## src/rtl/key_scan_ctrl.sv

```systemverilog
// Row-multiplexed key scanner: walks sel over rows 0..2, debounces whole-scan
// frames and reports accepted keys. Define KEY_REPEAT_EN for auto-repeat while held.
module key_scan_ctrl #(
  parameter int SCAN_DIV        = 1000,
  parameter int DEBOUNCE_FRAMES = 4,
  parameter int REPEAT_FRAMES   = 60
) (
  input  logic       clk,
  input  logic       rst,
  output logic [2:0] sel,
  input  logic       press,
  input  logic [3:0] scan_code,
  output logic       key_valid,
  output logic [3:0] key_code,
  output logic       key_held,
  output logic [1:0] dbg_state
);

  localparam int         DIV_W   = $clog2(SCAN_DIV);
  localparam logic [3:0] NO_KEY  = 4'hF;
  localparam logic [3:0] DB_LAST = 4'(DEBOUNCE_FRAMES);

  typedef enum logic [1:0] {
    ST_IDLE     = 2'd0,
    ST_DEBOUNCE = 2'd1,
    ST_HELD     = 2'd2,
    ST_RELEASE  = 2'd3
  } state_t;

  state_t           state_q, state_d;
  logic [DIV_W-1:0] div_cnt_q, div_cnt_d;
  logic [2:0]       sel_q, sel_d;
  logic [3:0]       cnt_q, cnt_d;
  logic [3:0]       cand_q, cand_d;
  logic [3:0]       frame_code_q, frame_code_d;
  logic             hit_q, hit_d;
  logic [3:0]       key_code_q, key_code_d;
  logic             key_valid_q, key_valid_d;
  logic             key_held_q, key_held_d;

`ifdef KEY_REPEAT_EN
  localparam int REP_W = $clog2(REPEAT_FRAMES + 1);
  logic [REP_W-1:0] rep_q, rep_d;
`endif

  logic       sample;
  logic       frame_end;
  logic [3:0] frame_val;

  assign sample    = (div_cnt_q == DIV_W'(SCAN_DIV - 1));
  assign frame_end = sample && (sel_q == 3'd2);
  // The row-2 sample belongs to the closing frame, so it is folded in directly.
  assign frame_val = hit_q ? frame_code_q : (press ? scan_code : NO_KEY);

  always_comb begin
    div_cnt_d    = sample ? '0 : div_cnt_q + DIV_W'(1);
    sel_d        = sel_q;
    hit_d        = hit_q;
    frame_code_d = frame_code_q;
    state_d      = state_q;
    cnt_d        = cnt_q;
    cand_d       = cand_q;
    key_code_d   = key_code_q;
    key_valid_d  = 1'b0;
`ifdef KEY_REPEAT_EN
    rep_d        = rep_q;
`endif

    if (sample) begin
      sel_d = (sel_q == 3'd2) ? 3'd0 : sel_q + 3'd1;
      if (frame_end) begin
        hit_d        = 1'b0;
        frame_code_d = NO_KEY;
      end else if (press && !hit_q) begin
        hit_d        = 1'b1;
        frame_code_d = scan_code;
      end
    end

    if (frame_end) begin
      case (state_q)
        ST_IDLE: begin
          if (frame_val != NO_KEY) begin
            cand_d  = frame_val;
            cnt_d   = 4'd1;
            state_d = ST_DEBOUNCE;
          end
        end
        ST_DEBOUNCE: begin
          if (frame_val == cand_q) begin
            cnt_d = cnt_q + 4'd1;
            if (cnt_q + 4'd1 == DB_LAST) begin
              key_valid_d = 1'b1;
              key_code_d  = cand_q;
              state_d     = ST_HELD;
`ifdef KEY_REPEAT_EN
              rep_d       = '0;
`endif
            end
          end else begin
            state_d = ST_IDLE;
          end
        end
        ST_HELD: begin
          if (frame_val == cand_q) begin
`ifdef KEY_REPEAT_EN
            if (rep_q == REP_W'(REPEAT_FRAMES - 1)) begin
              key_valid_d = 1'b1;
              rep_d       = '0;
            end else begin
              rep_d = rep_q + REP_W'(1);
            end
`endif
          end else begin
            cnt_d   = 4'd1;
            state_d = ST_RELEASE;
          end
        end
        ST_RELEASE: begin
          if (frame_val == cand_q) begin
            state_d = ST_HELD;
`ifdef KEY_REPEAT_EN
            rep_d   = '0;
`endif
          end else begin
            // Any non-matching frame, even another key, counts toward release.
            cnt_d = cnt_q + 4'd1;
            if (cnt_q + 4'd1 == DB_LAST) state_d = ST_IDLE;
          end
        end
        default: state_d = ST_IDLE;
      endcase
    end

    key_held_d = (state_d == ST_HELD) || (state_d == ST_RELEASE);
  end

  always_ff @(posedge clk) begin
    if (rst) begin
      state_q      <= ST_IDLE;
      div_cnt_q    <= '0;
      sel_q        <= 3'd0;
      cnt_q        <= 4'd0;
      cand_q       <= NO_KEY;
      frame_code_q <= NO_KEY;
      hit_q        <= 1'b0;
      key_code_q   <= NO_KEY;
      key_valid_q  <= 1'b0;
      key_held_q   <= 1'b0;
`ifdef KEY_REPEAT_EN
      rep_q        <= '0;
`endif
    end else begin
      state_q      <= state_d;
      div_cnt_q    <= div_cnt_d;
      sel_q        <= sel_d;
      cnt_q        <= cnt_d;
      cand_q       <= cand_d;
      frame_code_q <= frame_code_d;
      hit_q        <= hit_d;
      key_code_q   <= key_code_d;
      key_valid_q  <= key_valid_d;
      key_held_q   <= key_held_d;
`ifdef KEY_REPEAT_EN
      rep_q        <= rep_d;
`endif
    end
  end

  assign sel       = sel_q;
  assign key_valid = key_valid_q;
  assign key_code  = key_code_q;
  assign key_held  = key_held_q;
  assign dbg_state = state_q;

endmodule
```

## config.mk

```make
export PLATFORM = sky130hd
export DESIGN_NAME = key_scan_ctrl
export DESIGN_NICKNAME = d
export VERILOG_FILES = /design/src/rtl/key_scan_ctrl.sv
export SDC_FILE = /design/constraint.sdc
export NUM_CORES = 1
export LEC_CHECK = 0
export ABC_AREA = 1
export CAP_MARGIN = 20
export CORE_ASPECT_RATIO = 1.25
export CORE_MARGIN = 2
export CORE_UTILIZATION = 55
export CTS_BUF_LIST = sky130_fd_sc_hd__clkbuf_16
export CTS_CLUSTER_DIAMETER = 150
export CTS_CLUSTER_SIZE = 8
export DETAILED_ROUTE_END_ITERATION = 12
export PLACE_DENSITY = 0.78
export SLEW_MARGIN = 20
export SYNTH_ARGS = -nofsm -noshare
export SYNTH_HDL_FRONTEND = slang
export SYNTH_SLANG_ARGS = --single-unit
```

## constraint.sdc

```tcl
create_clock -name clk -period 2.2 [get_ports clk]
set_input_delay 0.55 -clock clk [delete_from_list [all_inputs] [get_ports clk]]
set_output_delay 0.55 -clock clk [all_outputs]
set_load 0.1 [all_outputs]
```

### Word-level counts from Yosys, hierarchy flattened

Cells that the tools add are included.

| storage, ports and cells | value |
|---|---|
| memories | 0 |
| logic and storage cells | 63 |
| memory bits (writable) | 0 |
| bits in read-only memories | 0 |
| bits of input ports | 7 |
| bits in latches | 0 |
| output and inout bits | 11 |
| bits in registers | 34 |

| cells by class | value |
|---|---|
| reductions and logical operators | 12 |
| div/mod/pow operators | 0 |
| shift-type cells | 0 |
| order comparisons | 0 |
| muxes and demuxes | 21 |
| eq/ne operators | 14 |
| multiply operators | 0 |
| add/subtract/negate cells | 3 |
| bitwise operators | 3 |

Operator list:

| operator | count |
|---|---|
| $mux 4 | 8 |
| $pmux 4 s4 | 1 |
| $mux 2 | 7 |
| $add 10x1->10 const B | 1 |
| $eq 10x10->1 const B | 1 |
| $eq 2x2->1 const B | 4 |
| $ne 2x2->1 const B | 4 |
| $pmux 2 s4 | 1 |
| $reduce_and 5->1 | 1 |
| $add 4x1->4 const B | 1 |
| $eq 4x3->1 const B | 1 |
| $eq 4x4->1 | 1 |
| $ne 4x4->1 const B | 1 |
| $reduce_and 4->1 | 1 |
| $reduce_or 4->1 | 1 |
| $add 3x1->3 const B | 1 |
| $eq 3x2->1 const B | 1 |
| $mux 1 | 3 |
| $mux 3 | 1 |
| $not 1->1 | 3 |
| $reduce_and 3->1 | 1 |
| $eq 2x1->1 const B | 1 |
| $logic_and 1x1->1 | 2 |
| $logic_not 2->1 | 1 |
| 5 further kinds | 5 |

### Longest topological paths before layout

| depth | value |
|---|---|
| depth after elaboration | 8 |
| gate-level depth with buffers | 13 |
| gate-level depth less buffers | 13 |

### Worst setup path before layout

No wires, ideal clock.

| timing path | value |
|---|---|
| path type | reg2reg |
| from | reg sel_q[1] (netlist: sel[1]) |
| to | reg frame_code_q[0] |
| path slack | 206 ps |
| stages on the path, launching flop included | 8 |
| path buffers | 0 |
| clock period less this slack | 1994 ps |
| library setup time | 126 ps |
| arrival time | 1869 ps |
| data required time | 2074 ps |
| cells stage by stage | dfxtp_1 nand2_1 inv_1 nor2_1 nor2_1 nand2_1 o22ai_1 nand2_1 |

| between the ends | value |
|---|---|
| longest elaborated chain between the ends | 4 |
| elaborated cells on any way between the ends | 5 |
| classes of those cells | 1 x eq/ne; 1 x mux; 3 x reduce/logical |

Ends and longest elaborated chain:

| item | RTL line | text |
|---|---|---|
| start: declaration | 32 | `logic [2:0] sel_q, sel_d;` |
| start signal: assignment | 156 | `sel_q <= sel_d;` |
| $eq 3x2->1 * | 51 | `assign frame_end = sample && (sel_q == 3'd2);` |
| $logic_and 1x1->1 * | 51 |  |
| $reduce_bool 2->1 (no source line) | - |  |
| $reduce_and 2->1 (no source line) | - |  |
| end signal: assignment | 159 | `frame_code_q <= frame_code_d;` |
| end: declaration | 35 | `logic [3:0] frame_code_q, frame_code_d;` |

Every way passes the cells marked *; elsewhere a longest branch is shown, timed or not.
A chain may end at the register's enable or synchronous reset.

### Worst setup path after layout

| timing path | value |
|---|---|
| from | in press |
| to | reg cnt_q[1] |

| between the ends | value |
|---|---|
| longest elaborated chain between the ends | 5 |
| elaborated cells on any way between the ends | 9 |
| classes of those cells | 6 x eq/ne; 2 x mux; 1 x reduce/logical |

Ends and longest elaborated chain:

| item | RTL line | text |
|---|---|---|
| start: declaration | 11 | `input logic press,` |
| $mux 4 * (2 in series) | 53 | `assign frame_val = hit_q ? frame_code_q : (press ? scan_code : NO_KEY);` |
| $eq 4x4->1 or $ne 4x4->1 (tied branches) | - |  |
| $ne 2x2->1 (no source line) | - |  |
| $reduce_and 5->1 (no source line) * | - |  |
| end signal: assignment | 157 | `cnt_q <= cnt_d;` |
| end: declaration | 33 | `logic [3:0] cnt_q, cnt_d;` |

Marks and branches as above.

==> impl_metrics.json <==
{
  "core_mm2": 0.002945,
  "htreeDepth": 2,
  "ios": 18,
  "cts_tree": "built",
  "hold_path.class": "reg -> reg",
  "tightestPinTransition_ns": 0.4965,
  "num-nets-final": 271,
  "routabilityCongestion": 0.8252,
  "grt_pass1_wl_um": 5423,
  "dp_cells": 291,
  "syn_area_mm2": 0.001702,
  "cts_buffer_depth": 2,
  "synth.distinct_cells": 32,
  "rsz0062_at_grt": "false",
  "clk_pin_slew_ns": 0.05,
  "vias": 1492,
  "die_y_um": 66.19,
  "post-route-min-period_ns": 1.845,
  "synth_cells": 240,
  "cts-resized-gates": 0,
  "max_freq_mhz": 542.1,
  "finalSetupViolations": 0,
  "maxSlewHeadroom": 0.6665,
  "drtAntennaViolNets": 0,
  "peakVddDrop_uv": 737.1,
  "row_count": 22,
  "worstSetupPathType": "in -> reg",
  "grt_max_degree": 20,
  "drt_iter0_drc": 35,
  "final_max_slew_viol_count": 0,
  "worstPathRequired_ns": 2.38,
  "power_density_mw_per_mm2": 755.8,
  "instances_no_fill": 299,
  "grt_pass1_vias": 1358,
  "drtPass1Iterations": 4,
  "hold_violations": 0,
  "numCtsBuffers": 5,
  "dieArea_mm2": 0.003558,
  "clock-sinks": 34,
  "gr-usage-all-layers": 0.2096,
  "synth-seq-cells": 34,
  "antenna_found_initial": 0,
  "hpwl_um": 2401,
  "critPathMaxFanout": 6,
  "routedWlPerCell_um": 10.57,
  "syn_nets": 249,
  "synth_seq_area_share": 0.4000,
  "fin_util": 0.7137,
  "wirelength_um": 3161,
  "endpoint_kind": "flop",
  "cp-start-kind": "input port",
  "overflow": 0,
  "status": "complete, no violations",
  "fin_skew_ns": 0.005045,
  "die_w_um": 53.75,
  "cap_violations": 0,
  "clkLatencyLatePin_ns": 0.28,
  "ctsHoldBuffers": 0,
  "drc": 0,
  "antenna_cells": 0,
  "syn_to_final_growth_pct": 23.53,
  "routed_via_density": 4.990,
  "yosysWarnings": 0,
  "fin_setup_tns_ns": 0,
  "start_util": 0.5777,
  "worstPathArrival_ns": 2.02,
  "p_leak_nw": 1.049,
  "post-cts-setup-buffers": 0,
  "fin_crit_sh": 0.8385,
  "avgSynthCellArea_um2": 7.090,
  "port_buffers": 17,
  "drive_gt1_frac": 0.1521,
  "clockRootBuffer": "clkbuf_16"
}
-- layout make-up --
type | instances | area [µm²]
Multi-Input combinational cell | 165 | 865.8
Fill cell | 244 | 843.3
Sequential cell | 34 | 680.7
Timing Repair Buffer | 19 | 182.7
Inverter | 37 | 138.9
Clock buffer | 5 | 125.1
Clock inverter | 3 | 63.81
Tap cell | 36 | 45.04
-- cell families (layout without fill, tap and decap cells) --
kind of cell,after synthesis,count (layout),share of synthesized area
buffers and inverters,41,64,0.09118
xor gates and xnor gates,3,3,0.01544
adders and majority gates,2,2,0.01470
AOI/OAI and AO/OA,26,26,0.09558
and+or+nand+nor,134,134,0.3831
DFF,34,34,0.4000
-- synth_stat cells --
cell type  count  share of area
o21bai_1       1         0.0044
o21a_1         1         0.0044
inv_1         35          0.077
nor2_4         3          0.020
o211ai_1       4          0.018
inv_2          2         0.0044
o22ai_1        4          0.015
nand3_2        3          0.018
nand3b_1       2         0.0088
nor2_1        31          0.068
nand2_2        4          0.015
a22oi_1        1         0.0044
xor2_1         2          0.010
nand3_1       11          0.032
dfxtp_1       34           0.40
o21ai_0        3         0.0088
nand2_1       59           0.13
nor3b_1        2         0.0088
or2_4          1         0.0051
ha_1           2          0.015
nor3_1         6          0.018
nor2_2         2         0.0074
or2_2          1         0.0037
buf_2          1         0.0029
a21oi_1        9          0.026
nand2_4        3          0.020
nand3_4        1          0.010
clkbuf_1       3         0.0066
xnor2_1        1         0.0051
nand4_1        5          0.018
a211oi_1       2         0.0088
o211a_1        1         0.0059
-- through the flow --
stage,setup slack (ns),cell area [µm²],hold slack [ns],power [mW]
3_5_place_dp,0.05092,1913,0.4454,0.7034
3_3_place_gp,0.08086,1913,0.4365,0.7020
2_1_floorplan,0.2055,1702,0.4179,0.6812
4_1_cts,0.3502,2102,0.4571,1.600
6_report,0.3553,2102,0.4514,1.589
5_1_grt,0.1517,2102,0.4735,1.630
-- cells in the final DEF (no fill, tap or decap), types with 2 or more instances in the layout --
cell              n
nand2_1          59
inv_1            35
dfxtp_1          34
nor2_1           31
nand3_1          11
buf_4            11
a21oi_1           9
nor3_1            6
clkdlybuf4s50_1   6
nand4_1           5
clkbuf_16         5
nand2_2           4
o211ai_1          4
o22ai_1           4
o21ai_0           3
nand3_2           3
nor2_4            3
nand2_4           3
nor2_2            2
nor3b_1           2
inv_2             2
nand3b_1          2
xor2_1            2
a211oi_1          2
ha_1              2
bufinv_16         2
buf_12            2
-- sequential cells by signal (all words and copies together) (netlist names) --
name and cells:
key_valid 1, frame_code_q 4, div_cnt_q 10, sel 3, cnt_q 4, hit_q 1
key_held 1, key_code 4, dbg_state 2, cand_q 4
-- where the power goes --
part	switching (mW)	total, mW	internal [mW]
sequential	0.00282	0.624	0.621
combinational	0.0397	0.0665	0.0267
clock	0.254	0.899	0.644
total	0.297	1.59	1.29
-- layer usage --
metal | wire length [µm] | global-route usage
met5 | 0 | 0
met4 | 72 | 0.1058
met3 | 94 | 0.06787
met2 | 1578 | 0.3506
met1 | 1416 | 0.2291
-- critical path, cell delays in order --
cell and delay [ns]:
clkdlybuf4s50_1 0.52, inv_1 0.05, nor2_1 0.11, nand2_1 0.11, nand3_2 0.08, nand2_2 0.06
nor2_4 0.12, nand3_2 0.14, nand3_4 0.14, nand2_1 0.06, nand2_1 0.05, nor2_1 0.04
-- worst paths after layout --
kind,from,endpoint,slack (ns),cells after the start
worst max register to register,div_cnt_q[0],key_code[2],0.52,11
worst max-delay path,press,cnt_q[1],0.36,12
worst min-delay path,div_cnt_q[0],div_cnt_q[0],0.45,1
worst min register to register,div_cnt_q[0],div_cnt_q[0],0.45,1
Note: power is estimated with default switching activity, not from simulation.
